## src/rtl/uart_tx_scheduler.sv

```systemverilog
// rtl/uart_tx_scheduler.sv - round-robin byte scheduler in front of a single UART transmitter
module uart_tx_scheduler #(
    parameter int          NUM_REQ         = 4,
    parameter int          DATA_WIDTH      = 8,
    parameter logic [15:0] DEFAULT_DIVISOR = 16'd32,
    parameter int          TIMEOUT_CYCLES  = 65536
) (
    input  logic                          clk,
    input  logic                          reset,
    input  logic                          enable,
    input  logic [NUM_REQ-1:0]            req_valid,
    input  logic [NUM_REQ*DATA_WIDTH-1:0] req_data,
    output logic [NUM_REQ-1:0]            req_ready,
    input  logic [15:0]                   cfg_divisor,
    input  logic                          cfg_load,
    output logic [15:0]                   baud_divisor,
    output logic [DATA_WIDTH-1:0]         tx_data,
    output logic                          tx_start,
    input  logic                          tx_busy,
    input  logic                          tx_done,
    output logic [$clog2(NUM_REQ)-1:0]    grant_id,
    output logic                          sched_busy,
    output logic                          timeout_err,
    output logic [15:0]                   byte_count
);

    localparam int IDW = $clog2(NUM_REQ);
    localparam int TW  = $clog2(TIMEOUT_CYCLES);

    typedef enum logic [1:0] {
        S_IDLE,
        S_START,
        S_WAIT
    } state_t;

    state_t                state;
    state_t                state_next;
    logic [IDW-1:0]        rr_ptr;
    logic [IDW-1:0]        winner;
    logic [IDW-1:0]        winner_inc;
    logic [IDW:0]          cand;
    logic                  found;
    logic                  grant_ok;
    logic                  accept;
    logic                  start_next;
    logic                  done_inc;
    logic                  abort;
    logic [TW-1:0]         timer;
    logic [15:0]           shadow_div;
    logic                  pend_load;
    logic [DATA_WIDTH-1:0] req_bytes [NUM_REQ];

    for (genvar g = 0; g < NUM_REQ; g++) begin : g_unpack
        assign req_bytes[g] = req_data[g*DATA_WIDTH +: DATA_WIDTH];
    end

    // Search starts at rr_ptr and wraps; cand is one bit wider so the wrap needs no modulo.
    always_comb begin
        found  = 1'b0;
        winner = '0;
        cand   = '0;
        for (int k = 0; k < NUM_REQ; k++) begin
            cand = {1'b0, rr_ptr} + (IDW+1)'(k);
            if (cand >= (IDW+1)'(NUM_REQ)) begin
                cand = cand - (IDW+1)'(NUM_REQ);
            end
            if (!found && req_valid[cand[IDW-1:0]]) begin
                found  = 1'b1;
                winner = cand[IDW-1:0];
            end
        end
    end

    assign grant_ok   = (state == S_IDLE) && enable && !tx_busy && !pend_load;
    assign req_ready  = (grant_ok && found) ? (NUM_REQ'(1) << winner) : '0;
    assign accept     = |req_ready;
    assign winner_inc = (winner == IDW'(NUM_REQ - 1)) ? '0 : winner + IDW'(1);

    always_ff @(posedge clk or posedge reset) begin
        if (reset) begin
            state <= S_IDLE;
        end else begin
            state <= state_next;
        end
    end

    // tx_done wins over watchdog expiry when both land on the same cycle.
    always_comb begin
        state_next = state;
        start_next = 1'b0;
        done_inc   = 1'b0;
        abort      = 1'b0;
        case (state)
            S_IDLE: begin
                if (accept) begin
                    state_next = S_START;
                    start_next = 1'b1;
                end
            end
            S_START: begin
                state_next = S_WAIT;
            end
            S_WAIT: begin
                if (tx_done) begin
                    done_inc   = 1'b1;
                    state_next = S_IDLE;
                end else if (timer == TW'(TIMEOUT_CYCLES - 1)) begin
                    abort      = 1'b1;
                    state_next = S_IDLE;
                end
            end
            default: begin
                state_next = S_IDLE;
            end
        endcase
    end

    // timer is zero in IDLE and START, so it counts cycles since tx_start rose.
    always_ff @(posedge clk or posedge reset) begin
        if (reset) begin
            rr_ptr      <= '0;
            grant_id    <= '0;
            tx_data     <= '0;
            tx_start    <= 1'b0;
            sched_busy  <= 1'b0;
            timeout_err <= 1'b0;
            byte_count  <= '0;
            timer       <= '0;
        end else begin
            tx_start    <= start_next;
            timeout_err <= abort;
            byte_count  <= byte_count + {15'd0, done_inc};
            if (state == S_IDLE) begin
                timer <= '0;
            end else begin
                timer <= timer + TW'(1);
            end
            if (accept) begin
                tx_data    <= req_bytes[winner];
                grant_id   <= winner;
                rr_ptr     <= winner_inc;
                sched_busy <= 1'b1;
            end else if (done_inc || abort) begin
                sched_busy <= 1'b0;
            end
        end
    end

    // Grants are held off while a load is pending, so no byte straddles two divisors.
    always_ff @(posedge clk or posedge reset) begin
        if (reset) begin
            baud_divisor <= DEFAULT_DIVISOR;
            shadow_div   <= DEFAULT_DIVISOR;
            pend_load    <= 1'b0;
        end else if (cfg_load) begin
            shadow_div <= cfg_divisor;
            pend_load  <= 1'b1;
        end else if (pend_load && (state == S_IDLE) && !tx_busy) begin
            baud_divisor <= shadow_div;
            pend_load    <= 1'b0;
        end
    end

endmodule

```

## config.mk

```make
export PLATFORM = sky130hd
export DESIGN_NAME = uart_tx_scheduler
export DESIGN_NICKNAME = d
export VERILOG_FILES = /design/src/rtl/uart_tx_scheduler.sv
export SDC_FILE = /design/constraint.sdc
export NUM_CORES = 1
export LEC_CHECK = 0
export ABC_AREA = 0
export ABC_CLOCK_PERIOD_IN_PS = 2880
export BUFFER_PORTS_ARGS = -buffer_cell sky130_fd_sc_hd__buf_2
export CAP_MARGIN = 20
export CORE_MARGIN = 3
export CORE_UTILIZATION = 30
export DETAILED_ROUTE_END_ITERATION = 16
export HOLD_SLACK_MARGIN = 0.1
export PLACE_DENSITY = 0.48
export SLEW_MARGIN = 40
export SYNTH_ARGS = -nofsm -noshare
export SYNTH_HDL_FRONTEND = slang
export SYNTH_SLANG_ARGS = --single-unit
```

## constraint.sdc

```tcl
create_clock -name clk -period 2.88 [get_ports clk]
set_input_delay 0.576 -clock clk [delete_from_list [all_inputs] [get_ports clk]]
set_output_delay 0.576 -clock clk [all_outputs]
set_load 0.01 [all_outputs]
```

After elaboration in Yosys (flattened, before gate mapping). Cells that the tools add are included. Widths: inputs -> output; s select.

Bits in writable memories: 0. Bits in latches: 0. Flip-flop bits (word level): 82. Memories: 0. Bits in read-only memories: 0. Word-level logic and storage cells: 102.

$mul: 0. Bitwise logic cells: 2. Shift-type cells: 1. Divide/modulo/power cells: 0. Equal/unequal tests: 6. Reductions and logical operators: 21. Magnitude comparators: 9. Muxes and demuxes: 41. Add/subtract/negate cells: 10.

Operators with widths (count): $mux 2 (12); $mux 1 (19); $add 16x1->16 (1); $add 16x1->16 const B (1); $bmux 8 s2 (1); $eq 16x16->1 const B (1); $mux 16 (1); $mux 8 (2); $ge 3x3->1 const B (4); $lt 2x3->1 const B (4); $logic_and 1x1->1 (9); $bmux 1 s2 (4); $sub 2x1->2 const B (4); $add 2x2->3 const B (2); $pmux 2 s3 (1); $logic_not 1->1 (5); $eq 2x2->1 const B (2); $mux 4 (1); $reduce_and 2->1 (2); $reduce_bool 2->1 (2); $reduce_or 4->1 (1); $shl 1x2->4 const A (1); $add 2x1->3 const B (1); $ge 2x3->1 const B (1); 8 further kinds (8).

Depth between registers and ports, before layout.
Depth in word-level cells: 19. Depth in mapped cells: 10. Mapped depth without buffers: 8.

Worst setup path after synthesis. OpenSTA, ideal clock, no wires.

Path kind: input to register. Start point: input req_valid[2]. End point: register grant_id[1]. Data required time: 2.755 ns. Setup slack: 0.397 ns. Setup time: 0.125 ns. Path buffers: 1. Stages on the path: 7. Arrival: 2.358 ns. Cell sequence: mux2_2 -> a221oi_2 -> buf_4 -> inv_1 -> ha_1 -> o31ai_2 -> mux2_2.

Word-level cells in the longest chain between the ends: 15.

Ends and longest elaborated chain: start: declaration (RTL line 11) `input logic [NUM_REQ-1:0] req_valid,`; $bmux 1 s2 (RTL line 67) `if (!found && req_valid[cand[IDW-1:0]]) begin`; $mux 1 (not written as such) (RTL line 67); $mux 1 (RTL line 67); $logic_not 1->1 (RTL line 67); $logic_and 1x1->1 (RTL line 67); $mux 1 (RTL line 67); $logic_not 1->1 (RTL line 67); $logic_and 1x1->1 (RTL line 67); $mux 1 (RTL line 67); $logic_not 1->1 (RTL line 67); $logic_and 1x1->1 (RTL line 67); $mux 2 / $mux 1 (equally long branches) (RTL line 67); $shl 1x2->4 / $logic_and 1x1->1 (equally long branches) (RTL line 75) `assign req_ready = (grant_ok && found) ? (NUM_REQ'(1) << winner) : '0;`; $mux 4 (RTL line 75); $reduce_or 4->1 (RTL line 76) `assign accept = |req_ready;`; end signal: assignment (RTL line 140) `grant_id <= winner;`; end: declaration (RTL line 21) `output logic [$clog2(NUM_REQ)-1:0] grant_id,`.

Several ways; a longest one is shown, not always the timed one. The select of a mux whose other input is x is not followed. A chain may end at the register's enable or synchronous reset.

Worst setup path after layout.
Start point: register rr_ptr[1]. End point: output req_ready[1].

Word-level cells in the longest chain between the ends: 16.

Ends and longest elaborated chain: start: declaration (RTL line 38) `logic [IDW-1:0] rr_ptr;`; start signal: assignment (RTL line 141) `rr_ptr <= winner_inc;`; branches (longest 15 deep; another with $add 2x1->3); $mux 4 * (RTL line 75); end: declaration (RTL line 13) `output logic [NUM_REQ-1:0] req_ready,`.

Every way passes the cells marked *. The select of a mux whose other input is x is not followed.

==> metrics.txt <==
maxcap violations=0; Syn Nets=362; std cell rows=40; Reg power frac=42.5%; total number of vias=2579; IO Count=107; Pre-antenna DRT Iters=4; Place WS=0.3952 ns; Clock Latency Late Sink=0.33 ns; Post-Route WL=7.754 mm; CTS Hold Buffers Added=0; Fin Clk Skew=0.008217 ns; vias per inst=4.401; Routed Antenna Nets=0; CP max-delay cell=dfrtp_1; RSZ-0062 raised after global routing=false; 1st-iter DRT viols=138; cells on worst reg2reg path=7; register area share after synthesis=54.95%; largest cells by area after synthesis=dfrtp_1, mux2_2, mux2i_1, mux2_4, xnor2_1; post-synthesis instance total=300; largest stage delay on the critical path=0.46 ns; Net Switching=1020 uW; Final Setup Violations=0; status=completed; Slew headroom=57.25%; synthesized flop and latch total=82; crit path cell chain=mux2_2 -> a221oi_2 -> buf_4 -> nand2_1 -> nor2_1 -> buf_2; Synth top area share=53.55%; initial core utilization=30.87%; crit path capture type=output pin; cell family contributing the most delay on the critical path=flip-flops; pin count of the biggest net entering global routing=53; Min Hold Slack=0.2735 ns; share of cells above drive strength 1=42.58%; Reg-to-Reg Start=rr_ptr[1]; Final min period=2.654 ns; post-DR wirelength/cell=13.23 um; Comb power frac=25.3%; number of diodes=0; global-route wire length before repair=13.04 mm; Arrival @ worst endpoint=2.08 ns; number of global-route vias before repair=2677; Synth cell types=41; most common cell in the synthesized netlist=dfrtp_1; Die ar.=13840 um^2; CTS tree=built; clock network power share=32.2%; Mean Syn Cell Area=12.46 um^2; ys async rst share=100.0%; post-cts gate resize count=0; Slew Viols, Final=0; sw frac=28.51%; Max IR drop VDD=0.4335 mV; reg-to-reg slack, setup=0.65 ns; layout net count=476; synth warn=0; P&R area growth vs syn=28.01%; CTS H-tree depth=3; fin util=39.51%; Root Buffer=clkbuf_16; critical path class=register to output pin; Residual DRC=0; # fillers=1195; initial antenna violation count=0; fin worst setup slack=0.2258 ns; RR Endpoint=tx_data[1]; Synth top cells by count=dfrtp_1, mux2_2, nor2_1, nand2_1, mux2i_1; Int Pwr=2556 uW; Max Fanout on Critical Path=11; Top FF cell, synth=dfrtp_1; Post-synth EDFFs=0; Worst Path Required=2.30 ns; GRT overflow=0; largest area contributor in the netlist=dfrtp_1; clock transition at the registers of the reported paths=0.06 ns; Core Footprint=12110 um^2; Pwr per Cell Area=747.1 nW/um^2; die height=117.6 um; dpl hpwl=5.662 mm; Lkg Pwr=0.002356 uW; Num CTS Buffers=9; Final TNS setup=0 ns; Setup crit start kind=register; clock sinks=82; CTS max path bufs=2; Crit path buffers/inverters=2; period utilization=92.16%; Post-Syn Area=3739 um^2; port bufs=106; final hold viol count=0; GP Congestion=0.7786; GRT Util Overall=11.56%; die width=117.6 um; worst slew pin tran=0.6405 ns; HP Class=input port to asynchronous set/reset pin; post-CTS setup buffer count=0; Max Clk Rate=376.8 MHz
## state kept, by name, summed over array words and instances (netlist names)
name          flops
baud_divisor     16
sched_busy        1
state             2
timeout_err       1
byte_count       16
tx_data           8
tx_start          1
pend_load         1
timer            16
shadow_div       16
grant_id          2
rr_ptr            2
## power groups by stage
stage	logic [uW]	registers (uW)	clock network [uW]
after floorplan	503	1610	0
after global placement	911	1540	0
after detailed placement	926	1540	0
after CTS	929	1520	1200
after global routing	1000	1550	1250
final	906	1520	1150
## how the worst max path moves through the flow
| stage | startpoint | endpoint | cells after the start |
|---|---|---|---|
| finish | rr_ptr[1] | req_ready[1] | 6 |
| global route | rr_ptr[1] | req_ready[1] | 6 |
| CTS | rr_ptr[1] | req_ready[1] | 6 |
| detailed placement | req_valid[0] | req_ready[1] | 7 |
| global placement | req_valid[0] | req_ready[1] | 7 |
| floorplan | reset | baud_divisor[0] | 1 |
## layout by cell type (no fill, tap or decap), types with 2 or more instances in the layout
cell type / Yosys / final
buf_2: 2 / 106
dfrtp_1: 80 / 80
mux2_2: 32 / 32
nor2_1: 22 / 21
nand2_1: 21 / 21
mux2i_1: 16 / 16
xnor2_1: 14 / 14
xor2_1: 13 / 13
mux2_4: 10 / 10
o21ai_0: 10 / 10
nand3_1: 10 / 10
clkbuf_16: 0 / 9
inv_1: 7 / 6
and3_1: 6 / 6
nand4_1: 6 / 6
buf_4: 3 / 6
and4_1: 5 / 5
a21oi_1: 4 / 4
and2_1: 4 / 4
ha_1: 4 / 4
nor2b_1: 3 / 3
nand2b_1: 3 / 3
o31ai_1: 2 / 2
o21ai_1: 2 / 2
clkinv_2: 0 / 2
dfstp_2: 2 / 2
clkbuf_8: 0 / 2
## stage by stage
stage	total power, uW	cell area, um^2	cells
final	3576	4786	586
after global routing	3803	4786	586
after CTS	3652	4786	586
after detailed placement	2466	4482	571
after global placement	2447	4479	571
after floorplan	2112	3739	300
## cells by family (layout without fill, tap and decap cells)
group           count (synthesis)  in the layout  share of synthesized area (%)
xor+xnor                       27             27                          6.325
compound gates                 24             24                          4.183
flops                          82             82                          54.95
fa+ha+maj                       4              4                          1.339
simple gates                   88             88                          12.55
buf+inv                        17            135                          2.711
mux                            58             58                          17.94
## routing by layer
metal / up-vias / global-route usage [%] / wire, um
met3: 9 / 4.421 / 395
met2: 60 / 18.29 / 3658
met4: 0 / 4.469 / 80
li1: 1271 / - / -
met5: - / 0 / 0
met1: 1239 / 14.31 / 3619
## layout make-up
| cell class | instances | area (um^2) | share of cell area, % |
|---|---|---|---|
| multi-input cells | 201 | 1594 | 33.31 |
| well taps | 168 | 210.2 | 4.392 |
| flip-flops and latches | 82 | 2054 | 42.93 |
| clock inverters | 4 | 51.30 | 1.072 |
| inverters | 7 | 27.53 | 0.5752 |
| repair buffers | 113 | 595.6 | 12.44 |
| clock buffers | 11 | 252.7 | 5.281 |
## worst reg2reg max path: stages, from the launching register on
cell,delay (ns)
dfrtp_1,0.46
mux2_2,0.38
a221oi_2,0.31
inv_1,0.07
ha_1,0.24
o31ai_4,0.29
buf_4,0.24
o21ai_0,0.12
Power figures use the tool's default switching activity.
